[src/rtl/mips_mc_ctrl_pkg.sv]
// Shared types and encodings for the multicycle MIPS main controller.
// Holds the state enum, opcode constants, the datapath mux/ALU encodings,
// trap cause codes and the bundled control-strobe struct.
package mc_ctrl_pkg;

  typedef enum logic [3:0] {
    FETCH, DECODE, MEMADR, MEMRD, MEMWB, MEMWR, EXEC,
    RWB, BRANCH, ADDIEX, ADDIWB, JUMP, TRAP
  } state_t;

  localparam logic [5:0] OP_R    = 6'b000000;
  localparam logic [5:0] OP_LW   = 6'b100011;
  localparam logic [5:0] OP_SW   = 6'b101011;
  localparam logic [5:0] OP_BEQ  = 6'b000100;
  localparam logic [5:0] OP_BNE  = 6'b000101;
  localparam logic [5:0] OP_ADDI = 6'b001000;
  localparam logic [5:0] OP_J    = 6'b000010;

  localparam logic [1:0] SRCB_B    = 2'b00;
  localparam logic [1:0] SRCB_IMM  = 2'b01;
  localparam logic [1:0] SRCB_ONE  = 2'b10;
  localparam logic [1:0] SRCB_IMM2 = 2'b11;

  localparam logic [1:0] ALU_ADD   = 2'b00;
  localparam logic [1:0] ALU_SUB   = 2'b01;
  localparam logic [1:0] ALU_FUNCT = 2'b10;

  localparam logic [1:0] PC_ALU    = 2'b00;
  localparam logic [1:0] PC_JUMP   = 2'b01;
  localparam logic [1:0] PC_ALUOUT = 2'b10;

  localparam logic [1:0] CAUSE_NONE    = 2'b00;
  localparam logic [1:0] CAUSE_ILLEGAL = 2'b01;
  localparam logic [1:0] CAUSE_TIMEOUT = 2'b10;

  typedef struct packed {
    logic       pc_write;
    logic       beq;
    logic       bne;
    logic       iord;
    logic       mem_read;
    logic       mem_write;
    logic       ir_write;
    logic       reg_write;
    logic       reg_dst;
    logic       mem_to_reg;
    logic       alu_src_a;
    logic [1:0] alu_src_b;
    logic [1:0] alu_op;
    logic [1:0] pc_src;
  } ctrl_t;

endpackage

[src/rtl/mips_mc_ctrl_wait_timer.sv]
// Memory-wait counter for the multicycle controller.
// Ports: clk/rst (sync, active high), clear (restart at 0), enable (count one
// wait cycle), expired (count sits at TIMEOUT-1; never set when TIMEOUT=0).
// The counter saturates at all-ones so a disabled timeout cannot wrap.
module mc_wait_timer #(
  parameter int TIMEOUT   = 15,
  parameter int TIMEOUT_W = 4
) (
  input  logic clk,
  input  logic rst,
  input  logic clear,
  input  logic enable,
  output logic expired
);

  localparam logic [TIMEOUT_W-1:0] LIMIT =
    TIMEOUT_W'((TIMEOUT > 0) ? (TIMEOUT - 1) : 0);

  logic [TIMEOUT_W-1:0] count;

  always_ff @(posedge clk) begin
    if (rst || clear)
      count <= '0;
    else if (enable && (count != '1))
      count <= count + 1'b1;
  end

  assign expired = (TIMEOUT != 0) && (count == LIMIT);

endmodule

[src/rtl/mips_mc_ctrl.sv]
// Multicycle MIPS main controller with a mem_ready handshake.
// Inputs: clk, rst (sync, active high), opcode (IR[31:26]), mem_ready.
// Outputs: every datapath strobe/mux select, a sticky trap flag with cause,
// and the current state for debug. All outputs read 0 while rst is high.
module mips_mc_ctrl
  import mc_ctrl_pkg::*;
#(
  parameter int TIMEOUT   = 15,
  parameter int TIMEOUT_W = 4,
  parameter int HAS_BNE   = 1
) (
  input  logic       clk,
  input  logic       rst,
  input  logic [5:0] opcode,
  input  logic       mem_ready,
  output logic       PCWrite,
  output logic       BeQ,
  output logic       BnE,
  output logic       IorD,
  output logic       MemRead,
  output logic       MemWrite,
  output logic       IRWrite,
  output logic       RegWrite,
  output logic       RegDst,
  output logic       MemToReg,
  output logic       ALUSrcA,
  output logic [1:0] ALUSrcB,
  output logic [1:0] ALUop,
  output logic [1:0] PCSrc,
  output logic       trap,
  output logic [1:0] trap_cause,
  output logic [3:0] state_o
);

  state_t     state, next;
  logic [1:0] cause_q, next_cause;
  ctrl_t      c, c_out;
  logic       expired, wait_st;

  assign wait_st = (state == FETCH) || (state == MEMRD) || (state == MEMWR);

  // Any state change restarts the count, which covers "cleared on entry".
  mc_wait_timer #(.TIMEOUT(TIMEOUT), .TIMEOUT_W(TIMEOUT_W)) u_timer (
    .clk     (clk),
    .rst     (rst),
    .clear   (next != state),
    .enable  (wait_st && !mem_ready),
    .expired (expired)
  );

  always_ff @(posedge clk) begin
    if (rst) state <= FETCH;
    else     state <= next;
  end

  always_ff @(posedge clk) begin
    if (rst)
      cause_q <= CAUSE_NONE;
    else if ((next == TRAP) && (state != TRAP))
      cause_q <= next_cause;
  end

  always_comb begin
    next       = state;
    next_cause = CAUSE_NONE;
    case (state)
      // mem_ready in the limit cycle wins over the timeout.
      FETCH, MEMRD, MEMWR: begin
        if (mem_ready) begin
          if (state == FETCH)      next = DECODE;
          else if (state == MEMRD) next = MEMWB;
          else                     next = FETCH;
        end else if (expired) begin
          next       = TRAP;
          next_cause = CAUSE_TIMEOUT;
        end
      end
      DECODE: begin
        case (opcode)
          OP_R:         next = EXEC;
          OP_LW, OP_SW: next = MEMADR;
          OP_BEQ:       next = BRANCH;
          OP_BNE: begin
            if (HAS_BNE != 0) next = BRANCH;
            else begin
              next       = TRAP;
              next_cause = CAUSE_ILLEGAL;
            end
          end
          OP_ADDI:      next = ADDIEX;
          OP_J:         next = JUMP;
          default: begin
            next       = TRAP;
            next_cause = CAUSE_ILLEGAL;
          end
        endcase
      end
      MEMADR:  next = (opcode == OP_SW) ? MEMWR : MEMRD;
      EXEC:    next = RWB;
      ADDIEX:  next = ADDIWB;
      TRAP:    next = TRAP;
      default: next = FETCH;
    endcase
  end

  always_comb begin
    c = '0;
    case (state)
      FETCH: begin
        c.mem_read  = 1'b1;
        c.alu_src_b = SRCB_ONE;
        c.ir_write  = mem_ready;
        c.pc_write  = mem_ready;
      end
      DECODE: c.alu_src_b = SRCB_IMM;
      MEMADR: begin
        c.alu_src_a = 1'b1;
        c.alu_src_b = SRCB_IMM;
      end
      MEMRD: begin
        c.mem_read = 1'b1;
        c.iord     = 1'b1;
      end
      MEMWB: begin
        c.reg_write  = 1'b1;
        c.mem_to_reg = 1'b1;
      end
      MEMWR: begin
        c.mem_write = 1'b1;
        c.iord      = 1'b1;
      end
      EXEC: begin
        c.alu_src_a = 1'b1;
        c.alu_op    = ALU_FUNCT;
      end
      RWB: begin
        c.reg_write = 1'b1;
        c.reg_dst   = 1'b1;
      end
      BRANCH: begin
        c.alu_src_a = 1'b1;
        c.alu_op    = ALU_SUB;
        c.pc_src    = PC_ALUOUT;
        c.beq       = (opcode == OP_BEQ);
        c.bne       = (opcode == OP_BNE);
      end
      ADDIEX: begin
        c.alu_src_a = 1'b1;
        c.alu_src_b = SRCB_IMM;
      end
      ADDIWB: c.reg_write = 1'b1;
      JUMP: begin
        c.pc_write = 1'b1;
        c.pc_src   = PC_JUMP;
      end
      default: c = '0;
    endcase
  end

  // Reset masks every output so nothing is written during the reset cycle.
  assign c_out      = rst ? '0 : c;
  assign PCWrite    = c_out.pc_write;
  assign BeQ        = c_out.beq;
  assign BnE        = c_out.bne;
  assign IorD       = c_out.iord;
  assign MemRead    = c_out.mem_read;
  assign MemWrite   = c_out.mem_write;
  assign IRWrite    = c_out.ir_write;
  assign RegWrite   = c_out.reg_write;
  assign RegDst     = c_out.reg_dst;
  assign MemToReg   = c_out.mem_to_reg;
  assign ALUSrcA    = c_out.alu_src_a;
  assign ALUSrcB    = c_out.alu_src_b;
  assign ALUop      = c_out.alu_op;
  assign PCSrc      = c_out.pc_src;
  assign trap       = !rst && (state == TRAP);
  assign trap_cause = (!rst && (state == TRAP)) ? cause_q : CAUSE_NONE;
  assign state_o    = rst ? 4'd0 : state;

endmodule

[config.mk]
export PLATFORM = sky130hd
export DESIGN_NAME = mips_mc_ctrl
export DESIGN_NICKNAME = d
export VERILOG_FILES = /design/src/rtl/mips_mc_ctrl_pkg.sv /design/src/rtl/mips_mc_ctrl_wait_timer.sv /design/src/rtl/mips_mc_ctrl.sv
export SDC_FILE = /design/constraint.sdc
export NUM_CORES = 1
export LEC_CHECK = 0
export CAP_MARGIN = 25
export CORE_MARGIN = 10
export CORE_UTILIZATION = 30
export DETAILED_ROUTE_END_ITERATION = 8
export PLACE_DENSITY_LB_ADDON = 0.1
export SLEW_MARGIN = 20
export SYNTH_ARGS = -nofsm -noshare
export SYNTH_HDL_FRONTEND = slang
export SYNTH_SLANG_ARGS = --single-unit
[constraint.sdc]
create_clock -name clk -period 2.2 [get_ports clk]
set_clock_uncertainty 0.1 [all_clocks]
set_input_delay 0.55 -clock clk [delete_from_list [all_inputs] [get_ports clk]]
set_output_delay 0.55 -clock clk [all_outputs]
set_load 0.01 [all_outputs]
Yosys cells after proc, flatten, opt, wreduce, memory -nomap -nowiden
Cells that the tools add are included.

operators by class
  add/subtract/negate cells = 1
  eq/ne operators = 23
  mux-type cells = 27
  reduce and logical (&&, ||, !) cells = 20

operators with widths
  operator             number
  $eq 4x4->1 const B   7
  $pmux 4 s6           1
  $pmux 4 s5           1
  $mux 17              1
  $eq 4x3->1 const B   4
  $pmux 2 s2           4
  $eq 6x3->1 const B   2
  $eq 6x6->1 const B   2
  $mux 4               3
  $mux 1               9
  $mux 3               3
  $reduce_or 3->1      3
  $eq 4x2->1 const B   2
  $mux 2               4
  $ne 4x4->1 const B   2
  $reduce_or 2->1      4
  $reduce_or 7->1      1
  $eq 6x2->1 const B   1
  $eq 6x4->1 const B   1
  $logic_not 6->1      1
  $add 4x1->4 const B  1
  $eq 4x1->1 const B   1
  $logic_and 1x1->1    4
  $logic_not 4->1      1
  5 further kinds      8

word-level totals
  register bits after elaboration = 10
  input port bits = 9
  output and inout port bits = 24

Depth between registers and ports, before layout
  depth in word-level cells = 7
  depth in mapped cells = 7
  gate-level depth less buffers = 7

Cells and area by module
Synthesis repeated with hierarchy kept, for this count alone.

second synthesis, totals
  cell total of the unflattened synthesis = 159
  area total of the unflattened synthesis = 1132.3 µm²

by module, submodules not included
  module         instances  cells each  area each (µm²)  seq. area each (µm²)
  mips_mc_ctrl   1          135         914.6            120.1
  mc_wait_timer  1          24          217.7            80.1

Least setup slack after synthesis
Ideal clock, no wire load.

  kind = register to output
  start point = register state[3]
  end point = output BnE
  data arrival time = 1748 ps
  path slack = -198 ps
  stages on the path, launching flop included = 6
  path buffers = 2
  cells stage by stage = dfxtp_1 -> clkbuf_1 -> clkbuf_1 -> nand2_1 -> or2_2 -> nor4b_1

between the ends
  word-level cells in the longest chain between the ends = 3

RTL lines
  item                    RTL line             text
  start, declared         mips_mc_ctrl.sv:35   state_t state, next;
  start signal, assigned  mips_mc_ctrl.sv:53   else state <= next;
  $eq 4x4->1              mips_mc_ctrl.sv:108  case (state)
  $mux 2                  mips_mc_ctrl.sv:108
  $mux 17                 mips_mc_ctrl.sv:161  assign c_out = rst ? '0 : c;
  end, declared           mips_mc_ctrl.sv:18   output logic BnE,

No other way between the ends.

Worst setup path after layout
  start point = input rst
  end point = output BnE

between the ends
  word-level cells in the longest chain between the ends = 1

RTL lines
  item             RTL line             text
  start, declared  mips_mc_ctrl.sv:13   input logic rst,
  $mux 17          mips_mc_ctrl.sv:161

No other way between the ends.

==> key figures <==
Yosys
  – Sequential area share after synthesis: 18.3%
  – Async set or reset register ratio after synthesis: 0%
  – Top cells by area, synth: dfxtp_1 (18%), nor2_1 (5.8%), nor3_1 (4.1%)
  – Number of synthesized register bits: 10
  – Top post-synthesis cells by count: nor2_1 (17), dfxtp_1 (10), nor3_1 (9)
  – Number of synthesized flops with an enable pin: 0
  – Synth Instances: 153
  – Share of the synthesized area in the top cell type: 18.3%
  – Main synth FF type: dfxtp_1
  – Netlist cell types: 50
  – Netlist Area Pre-Place: 1100 um2
  – Syn_nets: 164
  – Area leader, netlist: dfxtp_1
  – Top-count cell post-synth: nor2_1
  – Syn_area_per_cell: 7.16 um2
  – Total number of yosys warnings: 0

Pwr
  – Reg power frac: 24.0%
  – Cell area power density: 432 nW/um2
  – Maximum VDD drop: 0.217 mV
  – Switching share of total power: 35.5%
  – Pint: 553 uW
  – Combinational Power Share: 53.9%
  – Net switching power: 304 uW
  – Clock Power Share: 22.1%
  – Pleak: 0.000931 uW

Critical path
  – Reg2Reg Setup Slack: 90 ps
  – CP Max Fanout: 3
  – Kind of start point of the critical path: input pin
  – R2R Path End: u_timer.count[3]
  – Worst EP required: 1550 ps
  – Critical Path Sink Type: primary output
  – RR Startpoint: state[0]
  – Worst reg2reg path depth: 7
  – WS Path Type: in2out
  – CP Data Arrival Time: 1670 ps

Floorplan
  – Starting density of the core: 31.8%
  – Top-Level Pins: 33
  – Die Wd: 80.4 um
  – Rows: 21
  – Die area: 6470 um2
  – Core area: 3440 um2
  – Height of the die: 80.4 um

Min path
  – Hold crit path type: reg2reg
  – Hold path startpoint: cause_q[0]
  – Hold path cells: 2
  – WHS Endpoint: cause_q[0]

STA
  – Slew Viols, Final: 0
  – Rel. slew slack: 77.5%
  – Final period util: 105%
  – Worst slew pin tran: 334 ps
  – Unrepaired setup endpoints after global routing: true
  – Minimum clock period: 2320 ps
  – Setup TNS: -241 ps
  – Setup violators final: 3
  – Fin. Hold Viols: 0
  – PnR worst setup slack: -118 ps
  – Fmax: 431 MHz

Run
  – Max-cap violations: 0

CTS
  – Sink Count: 10
  – H-tree depth: 1
  – TritonCTS Buffers: 3
  – Clock Latency Late Sink: 230 ps
  – CTS tree: done
  – Clk root buf: clkbuf_8
  – Clock buffer depth: 2
  – Reg clk slew, reported paths: 50 ps

Global route
  – Overflow after GRT: 0
  – GRT Util Overall: 12.2%
  – Grt met1 use: 16.7%
  – Largest net degree at the start of global routing: 24
  – Met2 global-route usage: 18.9%
  – Gr busiest metal: met2
  – Number of global-route vias before repair: 1392
  – Met3 Usage GRT: 1.89%
  – First-pass GRT wire length: 6560 um
  – Initial antenna violation count: 0

Place
  – PortBufs: 32
  – DP Wirelength: 3090 um
  – Placed cells: 264
  – Final GP Congestion: 0.862

Route
  – Routed vias: 1434
  – Antenna Nets Post-Route: 0
  – Initial DRC count: 120
  – DRC Markers: 0
  – DRT Pass-1 Iters: 4
  – Total wire length: 4090 um
  – Via density per instance: 5.25
  – WL/cell: 15.0 um

Finish
  – Finished Layout Cells: 273
  – Final net count: 240
  – Synth-to-Final Area Change: 81.2%
  – Filler Cell Count: 316
  – Layout cells sized above 1: 49.3%
  – N_diodes: 0

Run status
  – Status: complete, but fails checks
  – Failing checks: negative setup slack
-- kinds of logic (layout without fill, tap and decap cells) --
group / Yosys count / after routing / synth area share (%)
adders and majority gates: 2 / 2 / 2.28
xor gates and xnor gates: 6 / 6 / 4.79
DFF: 10 / 10 / 18.3
muxes: 2 / 2 / 1.94
AOI/OAI and AO/OA: 31 / 31 / 22.1
buffers and inverters: 15 / 89 / 5.37
and+or+nand+nor: 87 / 87 / 45.2
-- state kept, by name, indices dropped and copies added (netlist names) --
name           cells
state              4
cause_q            2
u_timer.count      4
-- per-layer routing --
metal	wire, um	up-vias
li1	-	719
met1	1920	672
met2	1870	39
met3	268	4
met4	34	0
met5	0	-
-- critical path, stage by stage --
cell and delay [ps]:
buf_6 90, or3_4 360, or2_4 260, nor4b_4 220, buf_2 180
-- through the flow --
stage	cell area, um2	worst slack (ps)	util, %	power (uW)	hold slack, ps
after CTS	1850	-115	53.8	813	398
final	1990	-118	57.7	857	399
after detailed placement	1770	-944	51.4	607	386
after global routing	1990	-144	57.7	912	444
after global placement	1770	-923	51.4	602	367
after floorplan	1110	-61.3	-	411	346
-- layout make-up --
| cell class | instances | area, um2 | share of cell area, % |
|---|---|---|---|
| inverter | 5 | 18.8 | 0.945 |
| clock buffer | 3 | 41.3 | 2.08 |
| sequential | 10 | 203 | 10.2 |
| multi-input combinational | 128 | 1010 | 50.7 |
| timing repair buffer | 81 | 658 | 33.1 |
| tap | 46 | 57.6 | 2.90 |
-- cell usage in the layout, fill, tap and decap left out, types with 5 or more instances in the layout --
cell type and instances:
dlygate4sd2_1 6, nand2_1 8, buf_2 12, nor3_1 6, nor2b_1 5, dfxtp_1 8
nor2_1 16, buf_6 10, buf_4 44, nand3_1 7
-- worst max-delay path by stage --
stage	startpoint	endpoint	slack [ps]	cells after the start
2_1_floorplan	state[0]	PCWrite	-60	5
5_1_grt	rst	BnE	-140	5
4_1_cts	rst	BnE	-110	5
3_3_place_gp	rst	BnE	-920	5
3_5_place_dp	rst	BnE	-940	5
6_report	rst	BnE	-120	5
-- what timing repair did --
action / CTS / global route
hold buffers: 0 / 0
endpoints found under the setup margin: 32 / 21
gates resized for setup: 114 / 30
pin swaps: 9 / 7
endpoints found under the hold margin: 0 / 0
buffers inserted: 4 / 2
-- power by group through the flow --
stage	combinational [uW]	sequential, uW	clock (uW)
after floorplan	209	202	0
after global placement	397	205	0
after detailed placement	402	206	0
after CTS	414	204	195
after global routing	502	206	204
final	462	206	190
Power figures use the tool's default switching activity.
